--- config.mk ---
export PLATFORM = sky130hd
export DESIGN_NAME = mem_stage
export DESIGN_NICKNAME = d
export VERILOG_FILES = /design/src/rtl/mem_stage.sv
export SDC_FILE = /design/constraint.sdc
export NUM_CORES = 1
export LEC_CHECK = 0
export ABC_AREA = 1
export CAP_MARGIN = 20
export CORE_ASPECT_RATIO = 1.25
export CORE_UTILIZATION = 39
export CTS_CLUSTER_SIZE = 14
export DETAILED_ROUTE_END_ITERATION = 10
export GPL_ROUTABILITY_DRIVEN = 0
export PLACE_DENSITY = 0.81
export REMOVE_ABC_BUFFERS = 1
export SYNTH_ARGS = -nofsm -noshare
export SYNTH_HDL_FRONTEND = slang
export SYNTH_SLANG_ARGS = --single-unit
--- constraint.sdc ---
create_clock -name clk -period 1.3 [get_ports clk]
set_input_delay 0.26 -clock clk [delete_from_list [all_inputs] [get_ports clk]]
set_output_delay 0.26 -clock clk [all_outputs]
set_load 0.02 [all_outputs]
--- src/rtl/mem_stage.sv ---
// MEM pipeline stage: one-outstanding data-memory handshake, branch resolve and MEM/WB register.
// Optional access timeout with sticky error flag is enabled by defining MEM_TIMEOUT_EN.
module mem_stage #(
  parameter int TIMEOUT_CYCLES = 16
) (
  input  logic        clk,
  input  logic        rst,
  input  logic        MEM_Branch,
  input  logic        MEM_MemRead,
  input  logic        MEM_MemWrite,
  input  logic        MEM_MemtoReg,
  input  logic        MEM_RegWrite,
  input  logic        EXtoMEM_zero,
  input  logic [31:0] EXtoMEM_ALUresult,
  input  logic [31:0] EXtoMEM_Rt,
  input  logic [31:0] EXtoMEM_Branch_Addr,
  input  logic [4:0]  EXtoMEM_RegDest,
  output logic        dmem_req,
  output logic        dmem_we,
  output logic [31:0] dmem_addr,
  output logic [31:0] dmem_wdata,
  input  logic [31:0] dmem_rdata,
  input  logic        dmem_ack,
  output logic        PCSrc,
  output logic [31:0] branch_target,
  output logic        mem_stall,
  output logic [31:0] MEMtoWB_ReadData,
  output logic [31:0] MEMtoWB_ALUresult,
  output logic [4:0]  MEMtoWB_RegDest,
  output logic        WB_MemtoReg,
  output logic        WB_RegWrite,
  output logic        mem_err
);

  typedef enum logic {IDLE, ACCESS} state_t;
  state_t state;

  logic mem_op, tmo_hit;

  assign mem_op        = MEM_MemRead | MEM_MemWrite;
  assign PCSrc         = MEM_Branch & EXtoMEM_zero;
  assign branch_target = EXtoMEM_Branch_Addr;

`ifdef MEM_TIMEOUT_EN
  localparam int CW = $clog2(TIMEOUT_CYCLES + 1);
  logic [CW-1:0] tmo_cnt;
  logic          err_q;

  // Abort fires in the last allowed ACCESS cycle; an ack in that same cycle still wins.
  assign tmo_hit = (state == ACCESS) && !dmem_ack && (tmo_cnt == CW'(TIMEOUT_CYCLES - 1));
  assign mem_err = err_q;

  always_ff @(posedge clk) begin
    if (!rst) begin
      tmo_cnt <= '0;
      err_q   <= 1'b0;
    end else begin
      if (state == IDLE || tmo_hit) tmo_cnt <= '0;
      else if (!dmem_ack)           tmo_cnt <= tmo_cnt + 1'b1;
      if (tmo_hit) err_q <= 1'b1;
    end
  end
`else
  assign tmo_hit = 1'b0;
  assign mem_err = 1'b0;
`endif

  always_comb begin
    mem_stall = 1'b0;
    if (state == IDLE) mem_stall = mem_op;
    else               mem_stall = !(dmem_ack | tmo_hit);
  end

  always_ff @(posedge clk) begin
    if (!rst) begin
      state             <= IDLE;
      dmem_req          <= 1'b0;
      dmem_we           <= 1'b0;
      dmem_addr         <= '0;
      dmem_wdata        <= '0;
      MEMtoWB_ReadData  <= '0;
      MEMtoWB_ALUresult <= '0;
      MEMtoWB_RegDest   <= '0;
      WB_MemtoReg       <= 1'b0;
      WB_RegWrite       <= 1'b0;
    end else begin
      case (state)
        IDLE: if (mem_op) begin
          state      <= ACCESS;
          dmem_req   <= 1'b1;
          dmem_addr  <= EXtoMEM_ALUresult;
          dmem_wdata <= EXtoMEM_Rt;
          dmem_we    <= MEM_MemWrite;
        end
        ACCESS: if (dmem_ack || tmo_hit) begin
          state    <= IDLE;
          dmem_req <= 1'b0;
        end
        default: state <= IDLE;
      endcase

      // Stalled or aborted cycles push a bubble; data fields keep their last value.
      if (mem_stall || tmo_hit) begin
        WB_MemtoReg <= 1'b0;
        WB_RegWrite <= 1'b0;
      end else begin
        MEMtoWB_ReadData  <= (state == ACCESS && dmem_ack && !dmem_we) ? dmem_rdata : 32'd0;
        MEMtoWB_ALUresult <= EXtoMEM_ALUresult;
        MEMtoWB_RegDest   <= EXtoMEM_RegDest;
        WB_MemtoReg       <= MEM_MemtoReg;
        WB_RegWrite       <= MEM_RegWrite;
      end
    end
  end

endmodule

# After elaboration in Yosys (flattened, before gate mapping)
# Cells that the tools add are included.
word_totals:
  reg_bits: 138
  latch_bits: 0
  ramBits: 0
  romBits: 0
  input_bits: 142
  output_inout_bits: 172
  word_cells: 31
  memories: 0
op_classes:
  n_addsub: 0
  mul: 0
  div_mod_pow: 0
  magnitude_cmp: 0
  eq_ne: 2
  n_shift: 0
  mux: 8
  bitwise: 4
  n_reduce_logical: 7
ops:
  columns: ["op", "count"]
  rows:
  - ["32-bit 2-to-1 mux", 1]
  - ["1-bit 2-to-1 mux", 5]
  - ["2-bit != test, second input constant", 2]
  - ["1-bit one-hot mux with 2 select lines", 2]
  - ["2-bit AND reduction", 2]
  - ["1-bit logical AND", 2]
  - ["1-bit zero test", 2]
  - ["1-bit NOT", 2]
  - ["2-bit OR reduction", 1]
  - ["1-bit bitwise AND", 1]
  - ["1-bit bitwise OR", 1]

# Logic depth before layout (Yosys ltp)
# Gate-level depths: netlist of the first run.
depth:
  word_depth: 3
  mapped_depth: 7
  mapped_depth_nobuf: 5

# Worst setup path after synthesis of the first run
# No wires, ideal clock.
synth_path:
  kind: "flip-flop to flip-flop"
  start: "register dmem_we"
  end: "register MEMtoWB_ReadData[25]"
  setup_ps: 114
  arrival_ps: 1105
  t_required_ps: 1186
  path_slack_ps: 81
  path_stages_with_launch: 5
  n_path_buf: 1
  period_less_slack_ps: 1219
  path_cell_list: "dfxtp_1 clkinv_1 clkbuf_1 nand4_1 nand2_1"
synth_via:
  elab_chain_cells: 3
synth_lines:
  columns: ["element", "line", "text"]
  rows:
  - ["start, declared", "19", "output logic dmem_we,"]
  - ["start signal, assigned", "93", "dmem_we <= MEM_MemWrite;"]
  - ["1-bit zero test", "107", "MEMtoWB_ReadData <= (state == ACCESS && dmem_ack && !dmem_we) ? dmem_rdata : 32'd0;"]
  - ["1-bit logical AND", "107", null]
  - ["32-bit 2-to-1 mux", "107", null]
  - ["end signal, assigned", "107", null]
  - ["end, declared", "27", "output logic [31:0] MEMtoWB_ReadData,"]
# Every way passes these cells.
# A chain may end at the register's enable or synchronous reset.

# Worst setup path after layout of the first run
layout_path:
  start: "register state"
  end: "output port mem_stall"
layout_via:
  elab_chain_cells: 1
layout_lines:
  columns: ["element", "line", "text"]
  rows:
  - ["start, declared", "36", "state_t state;"]
  - ["start signal, assigned", "76", "state <= IDLE;"]
  - ["start signal, assigned", "89", "state <= ACCESS;"]
  - ["start signal, assigned", "96", "state <= IDLE;"]
  - ["1-bit 2-to-1 mux", "70", "if (state == IDLE) mem_stall = mem_op;"]
  - ["end, declared", "26", "output logic mem_stall,"]
# Every way passes these cells.

==> results.cfg, run 1 <==
[finish]
instances_no_fill = 1174
areaGrowthSynthToFinish_pct = 49.0
stdcell_area_um2 = 8450
nets = 1131
final_layout_size_suffix_gt1_share_pct = 21.1
layout_common_cells = nand2_1 (199), dfxtp_1 (137), nor2_1 (131)
final_common_cell = nand2_1
n_antenna_cell = 0

[route]
wl_mm = 18.1
drt-initial-drc-count = 281
firstDrtPassIters = 4
drc = 0
routedWlPerCell_um = 15.4
vias = 5725
ant_nets = 0
vias_per_cell = 4.88

[critical_path]
required_ns = 1.04
setup.worst_path.end_class = primary output
worstPathArrival_ns = 1.13
worstSetupStartpointType = register
path_max_fanout = 3
crit_type = reg2out

[floorplanning]
fp.coreArea_um2 = 14000
std_cell_rows = 48
initial_core_util_pct = 40.5
die_area_um2 = 15000
die_h_um = 137
die_width_um = 110
num_io_pins = 314

[clock_network]
clockBufferDepth = 2
cts_root_buf = clkbuf_16
clock_latency_ns = 0.41
clock_sinks = 138
cts_buffers = 17
cts.clk_slew.worst_paths_ns = 0.06
cts_tree = done
htree_levels = 4

[grt]
grt_pass1_vias = 5132
grt-ovfl-total = 0
grt-busiest-layer = met2
antenna_found_initial = 0
grt_max_degree = 70
grtUsageMet1_pct = 24.7
grt_first_pass_wirelength_mm = 25.3
use_met2_pct = 34.5
met3_usage_pct = 11.3
track_usage_pct = 22.1

[min_path]
hold_class = in2reg

[synth]
ys_warn_count = 0
synth_cell_type_count = 18
yosys.area.top_type = dfxtp_1
synth_area_leaders = dfxtp_1 (49%), nand2_1 (13%), nand4_1 (9.4%)
synth_cells = 782
synth_top_area_share_pct = 48.7
ys_ff_latch = 138
netlist_area_um2 = 5670
ys_seq_area_share_pct = 48.7
synth_area_per_cell_um2 = 7.25

[sta]
grt_setup_unrepaired = yes
min_period_ns = 1.39
setup_viol = 1
hold_viol = 0
period_share_pct = 107
tns_ns = -0.0871
fmax_mhz = 721
clock-skew-final_ns = 0.00645
worst_slack_ns = -0.0871
maxSlewViolCount = 0

[status]
status = finished with violations
violations = setup timing

[placed_design]
dp.cells = 1135
hpwl_mm = 11.6
placed_area_um2 = 8120
place.port_buffers = 248

[pwr]
fin_total_pwr_mw = 11.3
pwr_density_cell_nw_per_um2 = 1340
vdd_drop_max_mv = 0.964
power_leakage_nw = 4.33

[job]
cap_violations = 0
## cells in the mapped netlist
cell,count
nand2_1,202
dfxtp_1,138
nor2_1,131
nand4_1,85
inv_1,70
nand3_1,53
buf_4,38
buf_2,35
clkbuf_1,14
buf_1,4
a21oi_1,2
inv_2,2
nand2_2,2
nor2_2,2
clkinv_1,1
conb_1,1
nand3b_1,1
nor2_4,1
## flip-flops by register name (all words and copies together), names as in the netlist
register	cells
MEMtoWB_ReadData	32
MEMtoWB_RegDest	5
MEMtoWB_ALUresult	32
WB_RegWrite	1
state	1
dmem_addr	32
dmem_wdata	32
dmem_we	1
WB_MemtoReg	1
dmem_req	1
## timing repair
action                     CTS  global route
cloned                       0             7
setup endpoints to repair  210           221
setup buffers                0             3
gates resized for setup    430            91
hold buffers                 0             0
pin swaps                    0             6
## path summary, 6_finish.rpt
check | slack [ns] | to | startpoint | depth (start not counted)
min | 0.20 | dmem_addr[26] | rst | 3
max | -0.09 | mem_stall | state | 5
min reg2reg | 0.47 | dmem_addr[8] | dmem_addr[8] | 2
max reg2reg | 0 | WB_MemtoReg | state | 6
## routing by layer
metal	wire length, um	vias to the layer above	part of all wire [%]
met5	64	-	0.35
met4	436	2	2.4
met3	2160	30	12
met2	8170	287	45
met1	7230	2555	40
li1	-	2851	-
## area by class of cell
class                   instances  area [um^2]
fillers                      1316         5550
flip-flops and latches        138         2770
repair buffers                279         2540
multi-input cells             480         2120
clock buffers                  22          484
inverters                      73          274
well taps                     175          219
clock inverters                 7         45.0
## report_power, final
group / internal [mW] / total (mW) / switching, mW
clock network: 2.60 / 4.33 / 1.74
logic: 0.986 / 2.28 / 1.30
registers: 4.55 / 4.70 / 0.151
## metrics by stage
step           hold slack [ns]  setup WS (ns)  util (%)
2_1_floorplan            0.372          -1.88         -
3_3_place_gp             0.456         -0.533      58.0
3_5_place_dp             0.462         -0.545      58.0
4_1_cts                  0.189         -0.156      62.5
5_1_grt                  0.212         -0.150      60.4
6_report                 0.203        -0.0871      60.4
## critical path: stages, from the launching register on
cell and delay (ns):
dfxtp_4 0.35, inv_2 0.06, nand2_2 0.05, nand2_2 0.10, inv_2 0.04, buf_6 0.12
## cell families (layout without fill, tap and decap cells)
group,Yosys count,in the layout,synth area share (%)
flip-flops,138,138,48.7
AND/OR/NAND/NOR,477,477,36.9
other,1,1,0.0661
buffers and inverters,164,381,14.1
AO/OA/AOI/OAI,2,2,0.177
Power figures use the tool's default switching activity.
==> run 2: changes to the inputs <==
- CAP_MARGIN: 20 -> 25
- HOLD_SLACK_MARGIN: not set -> 0.05
==> results of run 2 <==
Same layout as run 1: the final DEF is identical, and so are final timing and power.
